===== src/rtl/run_detector_if.sv =====
// Purpose: groups the sample/control inputs and detection outputs of
//          run_detector into one bundle.
// Signals:
//   En       sample enable (0 holds all state)
//   w        serial data sample
//   Mode     bit0 enables 0-run detection, bit1 enables 1-run detection
//   Retrig   0 = sustain, 1 = retrigger every RUN_LEN samples
//   z0/z1/z  0-run, 1-run and combined detection flags
//   RunLen   current run length
//   State    IDLE=00, RUN0=01, RUN1=10
//   HitCount saturating count of detection events
// Modports: master drives the inputs (board side), slave is the detector.
interface run_detector_if #(
  parameter int unsigned CNT_W = 3,
  parameter int unsigned HIT_W = 8
);
  logic             En;
  logic             w;
  logic [1:0]       Mode;
  logic             Retrig;
  logic             z0;
  logic             z1;
  logic             z;
  logic [CNT_W-1:0] RunLen;
  logic [1:0]       State;
  logic [HIT_W-1:0] HitCount;

  modport master (
    output En, w, Mode, Retrig,
    input  z0, z1, z, RunLen, State, HitCount
  );

  modport slave (
    input  En, w, Mode, Retrig,
    output z0, z1, z, RunLen, State, HitCount
  );
endinterface


===== src/rtl/run_detector.sv =====
// Purpose: detects RUN_LEN consecutive equal samples of serial input w,
//          with independently enabled 0/1 runs, sustain or retrigger
//          behaviour and a saturating detection-event counter.
// Ports:
//   Clock  rising-edge clock for all state
//   Reset  synchronous active-high reset (priority over En)
//   bus    run_detector_if.slave: En, w, Mode, Retrig in;
//          z0, z1, z, RunLen, State, HitCount out
// z0/z1/z are a Moore decode of the registered state combined with the
// live Mode bits, so Mode changes show up without a clock edge.
module run_detector #(
  parameter int unsigned RUN_LEN = 4,
  parameter int unsigned CNT_W   = 3,
  parameter int unsigned HIT_W   = 8
) (
  input logic           Clock,
  input logic           Reset,
  run_detector_if.slave bus
);

  localparam logic [CNT_W-1:0] RUN_MAX = CNT_W'(RUN_LEN);
  localparam logic [CNT_W-1:0] RUN_ONE = CNT_W'(1);

  typedef enum logic [1:0] {
    IDLE = 2'b00,
    RUN0 = 2'b01,
    RUN1 = 2'b10,
    BAD  = 2'b11
  } state_t;

  state_t           state;
  state_t           state_nxt;
  logic [CNT_W-1:0] run;
  logic [CNT_W-1:0] run_nxt;
  logic [HIT_W-1:0] hits;
  logic             hit_inc;

  // Same-bit continuation: count up to RUN_LEN, then hold or wrap to 1.
  function automatic logic [CNT_W-1:0] extend(input logic [CNT_W-1:0] r,
                                              input logic             wrap);
    if (r >= RUN_MAX) return wrap ? RUN_ONE : RUN_MAX;
    return r + RUN_ONE;
  endfunction

  // Next state / run length for one enabled sample.
  always_comb begin
    state_nxt = state;
    run_nxt   = run;
    case (state)
      IDLE: begin
        state_nxt = bus.w ? RUN1 : RUN0;
        run_nxt   = RUN_ONE;
      end
      RUN0: begin
        if (bus.w) begin
          state_nxt = RUN1;
          run_nxt   = RUN_ONE;
        end else begin
          run_nxt = extend(run, bus.Retrig);
        end
      end
      RUN1: begin
        if (!bus.w) begin
          state_nxt = RUN0;
          run_nxt   = RUN_ONE;
        end else begin
          run_nxt = extend(run, bus.Retrig);
        end
      end
      default: begin
        state_nxt = IDLE;
        run_nxt   = '0;
      end
    endcase
  end

  // A detection event is the edge on which the run first reaches RUN_LEN
  // for a polarity that Mode currently enables.
  assign hit_inc = (run_nxt == RUN_MAX) && (run != RUN_MAX) &&
                   (((state_nxt == RUN0) && bus.Mode[0]) ||
                    ((state_nxt == RUN1) && bus.Mode[1]));

  // State, run length and saturating event counter.
  always_ff @(posedge Clock) begin
    if (Reset) begin
      state <= IDLE;
      run   <= '0;
      hits  <= '0;
    end else if (bus.En) begin
      state <= state_nxt;
      run   <= run_nxt;
      if (hit_inc && !(&hits)) hits <= hits + HIT_W'(1);
    end
  end

  assign bus.z0       = (state == RUN0) && (run == RUN_MAX) && bus.Mode[0];
  assign bus.z1       = (state == RUN1) && (run == RUN_MAX) && bus.Mode[1];
  assign bus.z        = bus.z0 | bus.z1;
  assign bus.RunLen   = run;
  assign bus.State    = state;
  assign bus.HitCount = hits;

endmodule


===== src/flat_wrapper.sv =====
// flat-port wrapper written by rule: the top's interface ports become plain ports
module run_detector_flat 
#(
  parameter int unsigned RUN_LEN = 4,
  parameter int unsigned CNT_W   = 3,
  parameter int unsigned HIT_W   = 8
)
  (Clock, Reset, bus_En, bus_w, bus_Mode, bus_Retrig, bus_z0, bus_z1, bus_z, bus_RunLen, bus_State, bus_HitCount);
  run_detector_if #(.CNT_W(CNT_W), .HIT_W(HIT_W)) bus_i ();
  input logic Clock;
  input logic Reset;
  input wire logic [$bits(bus_i.En)-1:0] bus_En;
  input wire logic [$bits(bus_i.w)-1:0] bus_w;
  input wire logic [$bits(bus_i.Mode)-1:0] bus_Mode;
  input wire logic [$bits(bus_i.Retrig)-1:0] bus_Retrig;
  output wire logic [$bits(bus_i.z0)-1:0] bus_z0;
  output wire logic [$bits(bus_i.z1)-1:0] bus_z1;
  output wire logic [$bits(bus_i.z)-1:0] bus_z;
  output wire logic [$bits(bus_i.RunLen)-1:0] bus_RunLen;
  output wire logic [$bits(bus_i.State)-1:0] bus_State;
  output wire logic [$bits(bus_i.HitCount)-1:0] bus_HitCount;
  assign bus_i.En = bus_En;
  assign bus_i.w = bus_w;
  assign bus_i.Mode = bus_Mode;
  assign bus_i.Retrig = bus_Retrig;
  assign bus_z0 = bus_i.z0;
  assign bus_z1 = bus_i.z1;
  assign bus_z = bus_i.z;
  assign bus_RunLen = bus_i.RunLen;
  assign bus_State = bus_i.State;
  assign bus_HitCount = bus_i.HitCount;
  run_detector #(.RUN_LEN(RUN_LEN), .CNT_W(CNT_W), .HIT_W(HIT_W)) u_core (.Clock(Clock), .Reset(Reset), .bus(bus_i));
endmodule

===== config.mk =====
export PLATFORM = sky130hd
export DESIGN_NAME = run_detector_flat
export DESIGN_NICKNAME = d
export VERILOG_FILES = /design/src/rtl/run_detector_if.sv /design/src/rtl/run_detector.sv /design/src/flat_wrapper.sv
export SDC_FILE = /design/constraint.sdc
export NUM_CORES = 1
export LEC_CHECK = 0
export CAP_MARGIN = 20
export CORE_UTILIZATION = 48
export CTS_CLUSTER_SIZE = 8
export DETAILED_ROUTE_END_ITERATION = 10
export HOLD_SLACK_MARGIN = 0.15
export PLACE_DENSITY = 0.81
export REMOVE_ABC_BUFFERS = 1
export SLEW_MARGIN = 20
export SYNTH_ARGS = -nofsm -noshare
export SYNTH_HDL_FRONTEND = slang
export SYNTH_SLANG_ARGS = --single-unit

===== constraint.sdc =====
create_clock -name Clock -period 6.5 [get_ports Clock]
set_clock_uncertainty 0.15 [all_clocks]
set_input_delay 1.625 -clock Clock [delete_from_list [all_inputs] [get_ports Clock]]
set_output_delay 1.625 -clock Clock [all_outputs]
set_load 0.02 [all_outputs]

==> results.py <==
metrics = {
    "worst_setup_path": {
        "worst_path_dominant_cell_family": "buffers and inverters",
        "slowest_delay_ns": 0.58,
        "critPathLaunchType": "input pin",
        "end_kind": "primary output",
        "r2r_cells": 7,
        "cp.required_ns": 4.72,
        "cp.arrival_ns": 3.07,
        "crit_path_end": "bus_z",
        "criticalPathCategory": "input pin to primary output",
        "critPathMaxFanout": 2,
        "crit_top_cell": "clkdlybuf4s50_1",
        "worstReg2RegEnd": "u_core.bus.HitCount[5]$_SDFFE_PP0P_",
        "rr_startpoint": "u_core.bus.RunLen[0]$_SDFFE_PP0P_",
        "reg2reg_slack_ns": 3.90,
        "crit_chain": "clkdlybuf4s50_1 -> nand2_1 -> nor3_1 -> or2_2 -> clkdlybuf4s50_1",
        "startpoint": "bus_Mode[0]",
        "path_buf_inv": 2,
        "slowest_stage": "clkdlybuf4s50_1",
        "cp.depth": 5,
    },
    "logic_synthesis": {
        "yosysMostFrequentCell": "dfxtp_1",
        "synthCells": 93,
        "ys_ff_latch": 13,
        "syn-cell-area_um2": 769.5,
        "synthTopCellsByCount": "dfxtp_1 (13), a21oi_1 (9), nand2_1 (9)",
        "yosys_warnings": 0,
        "syn_area_per_cell_um2": 8.274,
        "ys_seq_area_share_pct": 33.82,
        "synth_area_leaders": "dfxtp_1 (34%), a21oi_1 (5.9%), ha_1 (4.9%)",
        "synthFlopType": "dfxtp_1",
        "synthDistinctLibCells": 32,
        "synth_top_area_cell": "dfxtp_1",
        "synth-async-reset-ratio_pct": 0,
        "synth_edf_count": 0,
        "netlist.area_leader.share_pct": 33.82,
    },
    "global_routing": {
        "use_met1_pct": 28.42,
        "grt_max_degree": 16,
        "grt_pass1_wl_mm": 3.153,
        "grt_use_met2_pct": 39.38,
        "busiest_layer": "met2",
        "grt_pass1_vias": 708,
        "track_usage_pct": 22.38,
        "gr-usage-met3_pct": 3.879,
        "antenna_found_initial": 0,
        "gr-total-overflow": 0,
    },
    "routing": {
        "wl_per_cell_um": 13.32,
        "vias": 811,
        "final_antenna_net_count": 0,
        "drc": 0,
        "vias_per_cell": 6.144,
        "routed_wl_mm": 1.758,
        "first_pass_iters": 4,
        "drt_iter0_drc": 19,
    },
    "finish": {
        "utilization_pct": 67.94,
        "fillers": 125,
        "nets": 127,
        "diodes": 0,
        "seq_area_um2": 260.3,
        "syn2layout_area_growth_pct": 33.01,
        "drive_gt1_share_pct": 6.034,
        "multi_input_area_um2": 470.5,
    },
    "cts": {
        "cts_tree": "yes",
        "clk_latency_ns": 0.27,
        "cts.sinks": 13,
        "cts-resized-gates": 0,
        "clock_path_buffers": 2,
        "clockRootBuffer": "clkbuf_4",
        "postCtsHoldBufs": 0,
        "h-tree-depth": 1,
        "post_cts_buffers": 0,
        "numCtsBuffers": 3,
        "clkTransAtPathRegs_ns": 0.08,
    },
    "place": {
        "gp_congestion": 0.7786,
        "hpwl_mm": 1.275,
        "io_buffer_count": 22,
    },
    "floorplan": {
        "dieWidth_um": 42.04,
        "die-area_mm2": 0.001767,
        "core_area_mm2": 0.001506,
        "dieHeight_um": 42.04,
        "initial_core_util_pct": 51.08,
        "pin_count": 23,
        "rows": 14,
    },
    "sta": {
        "tns_ns": 0,
        "slew_viol_final": 0,
        "maxSlewHeadroom_pct": 35.61,
        "rsz0062_at_grt": "no",
        "setup_viol": 0,
        "finalCritPeriodShare_pct": 74.56,
        "hold_violations": 0,
        "worst_pin_slew_ns": 0.9584,
        "finalCriticalPeriod_ns": 4.847,
        "clock.fmax_mhz": 206.3,
    },
    "power_and_ir_drop": {
        "report.power.total_uw": 151.5,
        "leakagePower_uw": 0.0003384,
        "ir_worst_vdd_uv": 130.4,
        "cellPowerDensity_mw_per_mm2": 148.0,
    },
    "worst_hold_path": {
        "hold_path.class": "flop to flop",
        "hold_depth": 2,
    },
    "flow_run": {
        "drv_cap": 0,
    },
    "status": {
        "outcome": "complete, no violations",
    },
}
==> placed cells by master, fill, tap and decap left out, types with 2 or more instances in the layout <==
cell and n:
or3b_1 2, nand2b_1 3, clkdlybuf4s50_1 22, inv_1 7, or4_1 3, or3_1 2
o21ai_0 2, nor2b_1 2, o31ai_1 2, ha_1 3, clkbuf_4 3, o311ai_1 2
nand3_1 5, nor3_1 5, dfxtp_1 13, a21oi_1 9, nor2_1 5, nand2_1 9
o41ai_1 3
==> logic make-up (layout without fill, tap and decap cells) <==
logic type / Yosys count / count (layout) / share of synthesized area, %
AOI/OAI and AO/OA: 25 / 25 / 25.85
adders and majority gates: 3 / 3 / 4.879
buffers and inverters: 10 / 33 / 5.041
DFF: 13 / 13 / 33.82
muxes: 2 / 2 / 2.764
and+or+nand+nor: 40 / 40 / 27.64
==> final cells by class <==
type | instances | share of cell area (%)
timing repair buffer | 22 | 21.52
sequential | 13 | 25.43
multi-input combinational | 70 | 45.97
clock buffer | 4 | 2.567
inverter | 7 | 2.567
tap | 16 | 1.956
==> sequential cells by signal, indices dropped and copies added (netlist names) <==
name,flops
u_core.bus.HitCount,8
u_core.bus.RunLen,3
u_core.bus.State,2
==> worst min-delay path by stage <==
stage	to	slack [ns]	start
after global routing	u_core.bus.HitCount[6]$_SDFFE_PP0P_	0.40	u_core.bus.HitCount[6]$_SDFFE_PP0P_
final	u_core.bus.HitCount[6]$_SDFFE_PP0P_	0.35	u_core.bus.HitCount[6]$_SDFFE_PP0P_
after CTS	u_core.bus.HitCount[6]$_SDFFE_PP0P_	0.35	u_core.bus.HitCount[6]$_SDFFE_PP0P_
after floorplan	u_core.bus.HitCount[6]$_SDFFE_PP0P_	0.40	u_core.bus.HitCount[6]$_SDFFE_PP0P_
after detailed placement	u_core.bus.HitCount[6]$_SDFFE_PP0P_	0.34	u_core.bus.HitCount[6]$_SDFFE_PP0P_
after global placement	u_core.bus.HitCount[6]$_SDFFE_PP0P_	0.33	u_core.bus.HitCount[6]$_SDFFE_PP0P_
==> per-layer routing <==
layer / up-vias / share of wire (%)
li1: 391 / -
met1: 384 / 41
met2: 32 / 51
met3: 4 / 6.9
met4: 0 / 0.85
met5: - / 0
==> per-stage QoR <==
step	instances	hold WS (ns)	setup slack, ns	cell area [um2]
after global placement	128	0.3309	1.691	997.2
after detailed placement	128	0.3410	1.650	997.2
after global routing	132	0.3967	1.503	1023
final	132	0.3534	1.653	1023
after CTS	132	0.3500	1.641	1023
after floorplan	90	0.4008	2.272	757.0
==> worst register-to-register path: stages, from the launching register on <==
cell and delay (ns):
dfxtp_1 0.41, inv_1 0.06, ha_1 0.28, nor2b_1 0.17, a2111oi_4 0.31, o2111ai_2 0.38, nor4_1 0.39, mux2_1 0.35
==> where the power goes <==
part	internal [uW]	switching, uW	leakage (uW)
registers	80.8	2.08	0.000105
logic	8.91	9.61	0.000218
clock network	23.8	26.3	0.0000150
total	113	38.0	0.000338
Note: power is estimated with default switching activity, not from simulation.
